## config.mk

```make
export PLATFORM = sky130hd
export DESIGN_NAME = fx2_cmd_responder
export DESIGN_NICKNAME = d
export VERILOG_FILES = /design/src/rtl/fx2_cmd_responder.sv
export SDC_FILE = /design/constraint.sdc
export NUM_CORES = 1
export LEC_CHECK = 0
export CAP_MARGIN = 0
export CORE_ASPECT_RATIO = 0.5
export CORE_MARGIN = 3
export CORE_UTILIZATION = 40
export CTS_CLUSTER_DIAMETER = 80
export DETAILED_ROUTE_END_ITERATION = 12
export PLACE_DENSITY = 0.68
export SLEW_MARGIN = 25
export SYNTH_ARGS = -nofsm -noshare
export SYNTH_HDL_FRONTEND = slang
export SYNTH_SLANG_ARGS = --single-unit
export TNS_END_PERCENT = 30
```

## constraint.sdc

```tcl
create_clock -name clk -period 2.2 [get_ports clk]
set_input_delay 0.33 -clock clk [delete_from_list [all_inputs] [get_ports clk]]
set_output_delay 0.33 -clock clk [all_outputs]
set_load 0.03 [all_outputs]
```

## src/rtl/fx2_cmd_responder.sv

```systemverilog
// fx2_cmd_responder: parses 8-byte host register frames, runs one register-bus
// transaction and streams the 32-bit result back LSB first.
// Optional REG_TIMEOUT_EN: bound the reg_ack wait to TIMEOUT cycles and
// return 0xFFFFFFFF with a sticky timeout_err when it expires.
module fx2_cmd_responder #(
    parameter logic [7:0] MAGIC   = 8'hAA,
    parameter int unsigned TIMEOUT = 255
) (
    input  logic        clk,
    input  logic        reset,
    input  logic [7:0]  cmd_data,
    input  logic        cmd_valid,
    output logic        cmd_ready,
    output logic [15:0] reg_addr,
    output logic [31:0] reg_wdata,
    output logic        reg_wr,
    output logic        reg_req,
    input  logic [31:0] reg_rdata,
    input  logic        reg_ack,
    output logic [7:0]  reply_data,
    output logic        reply_valid,
    input  logic        reply_ready,
    output logic        busy,
    output logic [7:0]  garbage_count,
    output logic        timeout_err
);

    typedef enum logic [1:0] {
        IDLE,
        COLLECT,
        REQ,
        REPLY
    } state_t;

    state_t      state;
    logic [2:0]  idx;
    logic [1:0]  rcnt;
    logic [31:0] shift;
    logic        take;
    logic        send;

`ifdef REG_TIMEOUT_EN
    localparam logic [15:0] TIMEOUT_M1 = 16'(TIMEOUT - 1);
    logic [15:0] tcnt;
`else
    logic unused_timeout;
    assign unused_timeout = (TIMEOUT == 0);
    assign timeout_err    = 1'b0;
`endif

    assign take = cmd_valid & cmd_ready;
    assign send = reply_valid & reply_ready;

    // Frame parser, register-bus master and reply serializer in one FSM.
    always_ff @(posedge clk) begin
        if (reset) begin
            state         <= IDLE;
            idx           <= 3'd0;
            rcnt          <= 2'd0;
            shift         <= 32'd0;
            cmd_ready     <= 1'b0;
            reg_addr      <= 16'd0;
            reg_wdata     <= 32'd0;
            reg_wr        <= 1'b0;
            reg_req       <= 1'b0;
            reply_data    <= 8'd0;
            reply_valid   <= 1'b0;
            busy          <= 1'b0;
            garbage_count <= 8'd0;
`ifdef REG_TIMEOUT_EN
            tcnt          <= 16'd0;
            timeout_err   <= 1'b0;
`endif
        end else begin
            unique case (state)
                IDLE: begin
                    cmd_ready <= 1'b1;
                    busy      <= 1'b0;
                    if (take) begin
                        if (cmd_data == MAGIC) begin
                            state <= COLLECT;
                            idx   <= 3'd0;
                            busy  <= 1'b1;
                        end else if (garbage_count != 8'hFF) begin
                            garbage_count <= garbage_count + 8'd1;
                        end
                    end
                end

                COLLECT: begin
                    if (take) begin
                        // Magic bytes inside a frame are plain payload.
                        unique case (idx)
                            3'd0:    reg_wr           <= cmd_data[0];
                            3'd1:    reg_addr[7:0]    <= cmd_data;
                            3'd2:    reg_addr[15:8]   <= cmd_data;
                            3'd3:    reg_wdata[7:0]   <= cmd_data;
                            3'd4:    reg_wdata[15:8]  <= cmd_data;
                            3'd5:    reg_wdata[23:16] <= cmd_data;
                            3'd6:    reg_wdata[31:24] <= cmd_data;
                            default: ;
                        endcase
                        if (idx == 3'd6) begin
                            state     <= REQ;
                            cmd_ready <= 1'b0;
                            reg_req   <= 1'b1;
`ifdef REG_TIMEOUT_EN
                            tcnt      <= 16'd0;
`endif
                        end else begin
                            idx <= idx + 3'd1;
                        end
                    end
                end

                REQ: begin
                    if (reg_ack) begin
                        reg_req     <= 1'b0;
                        shift       <= reg_rdata;
                        reply_data  <= reg_rdata[7:0];
                        reply_valid <= 1'b1;
                        rcnt        <= 2'd0;
                        state       <= REPLY;
                    end
`ifdef REG_TIMEOUT_EN
                    else if (tcnt == TIMEOUT_M1) begin
                        reg_req     <= 1'b0;
                        timeout_err <= 1'b1;
                        shift       <= 32'hFFFF_FFFF;
                        reply_data  <= 8'hFF;
                        reply_valid <= 1'b1;
                        rcnt        <= 2'd0;
                        state       <= REPLY;
                    end else begin
                        tcnt <= tcnt + 16'd1;
                    end
`endif
                end

                REPLY: begin
                    if (send) begin
                        if (rcnt == 2'd3) begin
                            reply_valid <= 1'b0;
                            cmd_ready   <= 1'b1;
                            busy        <= 1'b0;
                            state       <= IDLE;
                        end else begin
                            reply_data <= shift[15:8];
                            shift      <= {8'h00, shift[31:8]};
                            rcnt       <= rcnt + 2'd1;
                        end
                    end
                end

                default: state <= IDLE;
            endcase
        end
    end

endmodule

```

==> metrics.md <==
| Metric | Value |
|---|---|
| Status | finished clean |
| Data arrival time of the critical path | 1.62 ns |
| CP Class | register to output port |
| Slew Limit Headroom | 60.2% |
| TritonRoute pass-1 iters | 4 |
| Layout Nets | approximately 640 |
| TritonCTS Buffers | 9 |
| Post-Syn Area | 4390 um2 |
| Clock power frac | 36.7% |
| Resized cells post-CTS | 0 |
| Initial antenna violation count | 0 |
| Type of origin of the critical path | register |
| Yosys warns | 0 |
| Num ports | 115 |
| PortBufs | 113 |
| Crit path required time | approximately 1.9 ns |
| Share of cells above drive strength 1 | 7.97% |
| FP Rows | 26 |
| Die Ht | 80.1 um |
| Crit path buf inv count | 1 |
| Core footprint | 10400 um2 |
| Worst Hold Depth | 2 |
| Synth top area cells | dfxtp_1 (46%), mux2i_1 (11%), a21oi_1 (5.8%) |
| Die X-Extent | ~150 um |
| # DRC | 0 |
| Hold path start | reset |
| Placed Area | 5660 um2 |
| Total Routing Usage GR | 17.7% |
| Final Max Tran Viols | 0 |
| Syn-to-layout area delta | 35.3% |
| Worst slew pin tran | 0.595 ns |
| Reg-to-reg endpoint | reg_wdata[31] |
| Internal power | 2.99 mW |
| Multi-input gate area | 2160 um2 |
| Top_reg_cell synth | dfxtp_1 |
| Mapped Nets | 544 |
| Top-count cell post-synth | dfxtp_1 |
| Worst skew pair latency | 0.35 ns |
| H-tree Lvls | 3 |
| Critical R2R Launch | state[1] |
| Setup repair after global routing missed its margin | no |
| Count of cell types in the netlist | 44 |
| Sequence of cells on the critical path | clkdlybuf4s50_1 |
| Final setup violation count | 0 |
| Global-route wire length before repair | 17600 um |
| Final ANT Viol Nets | 0 |
| Endpoint class of the critical path | output port |
| Sw Pwr | 1.15 mW |
| Register Area | 2000 um2 |
| Maximum clock insertion buffer count | 2 |
| Worst-path clk slew | about 0.070 ns |
| Area share of the leading cell type in the synthesized netlist | between 40% and 50% |
| Logic pwr share | between 10% and 20% |
| GR Overflow Total | 0 |
| DR iter-0 viols | 194 |
| Final HPWL DP | approximately 7700 um |
| Root Buffer | clkbuf_16 |
| Leakage | 2.05 nW |
| Yosys top cell by area | dfxtp_1 |
| Worst R2R Setup Slack | 0.30 ns |
| VDD IR-drop max | 0.000425 V |
| Largest net degree at the start of global routing | 58 |
| Slowest CP cell | clkdlybuf4s50_1 |
| R2r worst-path depth | 7 |
| Number of synthesized flops with an enable pin | 0 |
| Final Hold Fails | 0 |
| Avg WL per Cell | around 15 um |
| GP Congestion | 0.779 |
| Vias in the first global route | 3468 |
| Post-layout instance area | 5950 um2 |
| Synth top cells by count | dfxtp_1 (100), nor2_1 (53), a21oi_1 (51), nand2_1 (51), mux2i_1 (48) |
| Post-layout min period | 1.95 ns |
| CTS tree | done |
| Total Routed Length | 10800 um |
| Vias | 3759 |
| Fillers | 962 |
| Vias per Instance | approximately 5.1 |
| Fraction of the yosys area taken by sequential cells | 45.6% |
| Postcts setup bufs | 0 |
| CP peak stage delay | roughly 0.76 ns |
| Fmax | 513 MHz |
| Antenna diode count | 0 |
| Crit-path max FO | 8 |
| Seq pwr share | 46.7% |
| Hold crit path type | primary input to register |
| Hold Buf Count CTS | 0 |
| Setup TNS | 0 ns |
| Die area | about 12000 um2 |
| Sw Share | 27.7% |
| Post-Syn Area per Cell | 9.04 um2 |
| Fin Clk Skew | 0.00851 ns |
| Period utilization | about nine tenths |
| Power density over the cells | ~700 nW/um2 |
| Clock Sinks | 100 |
| Initial Utilization | 42.1% |
| CP top delay family | buffers and inverters |
| Ys async rst share | 0% |
| Syn Inst Count | 486 |
| Max-Cap Viols | 0 |
| Hold endpoint | reg_wdata[24] |
| Synthesized flop and latch total | 100 |
## power by group through the flow
stage | combinational (mW) | sequential, mW | clock [mW]
finish | 0.687 | 1.93 | 1.52
detailed placement | 0.684 | 1.97 | 0
global placement | 0.675 | 1.97 | 0
global route | 0.748 | 1.94 | 1.63
CTS | 0.689 | 1.93 | 1.55
floorplan | 0.402 | 1.99 | 0
## worst reg2reg max path: stages, from the launching register on
cell	delay, ns
dfxtp_1	0.35
inv_1	0.13
ha_1	0.37
and3_1	0.29
and3_1	0.17
buf_4	0.20
mux2i_1	0.21
nor2_1	0.06
## metrics by stage
step	worst slack (ns)	std cells	hold slack, ns	total power, mW	utilization, %
after floorplan	0.393	486	0.432	2.39	-
after detailed placement	0.0362	714	0.449	2.66	54.2
after CTS	0.255	730	0.428	4.17	56.9
after global routing	0.107	730	0.451	4.32	56.9
final	0.251	730	0.428	4.14	56.9
after global placement	0.0390	714	0.443	2.65	54.2
## flip-flops by register name (all words and copies together), names as in the netlist
name           cells
busy               1
cmd_ready          1
garbage_count      8
idx                3
rcnt               2
reg_addr          16
reg_req            1
reg_wdata         32
reg_wr             1
reply_data         7
reply_valid        1
shift             25
state              2
## placed cells by master (no fill, tap or decap), types with 3 or more instances in the layout
master	n
mux2i_1	48
or4_1	6
nand3_1	28
dfxtp_1	100
ha_1	12
inv_1	8
buf_4	18
inv_6	3
a21oi_1	51
o31ai_1	4
o21ai_0	5
clkdlybuf4s50_1	112
nor2b_1	3
nand4_1	4
nand2_1	51
nand3b_1	9
a211oi_1	25
o41ai_1	3
clkbuf_16	9
nor2_1	53
## cells by family (layout without fill, tap and decap cells)
| group | after synthesis | in the layout | share of synthesized area [%] |
|---|---|---|---|
| muxes | 48 | 48 | 10.9 |
| DFF | 100 | 100 | 45.6 |
| adders and majority gates | 13 | 13 | 3.70 |
| buffers and inverters | 52 | 156 | 5.67 |
| AOI/OAI and AO/OA | 100 | 100 | 14.8 |
| and+or+nand+nor | 172 | 172 | 19.2 |
| other | 1 | 1 | 0.0854 |
## final cells by class
cell class              instances  share of cell area [%]
inverters                       8                   0.505
clock inverters                 6                   0.779
repair buffers                132                    21.8
clock buffers                  10                    4.02
flip-flops and latches        100                    33.7
well taps                     140                    2.95
multi-input cells             334                    36.3
## metal layers
metal  wire length [um]  GRT usage [%]  vias up
li1                   -              -     1917
met1               5180           23.5     1739
met2               4920           28.0       94
met3                670           5.38        9
met4                 78           5.02        0
met5                  0              0        -
## worst max path at each step
stage	start	end	slack (ns)	cells after the start
CTS	cmd_ready	cmd_ready	0.26	1
floorplan	state[0]	rcnt[1]	0.39	8
detailed placement	cmd_data[0]	garbage_count[1]	0.04	5
global placement	cmd_data[0]	garbage_count[1]	0.04	5
finish	cmd_ready	cmd_ready	0.25	1
global route	state[0]	shift[31]	0.11	6
Note: power is estimated with default switching activity, not from simulation.
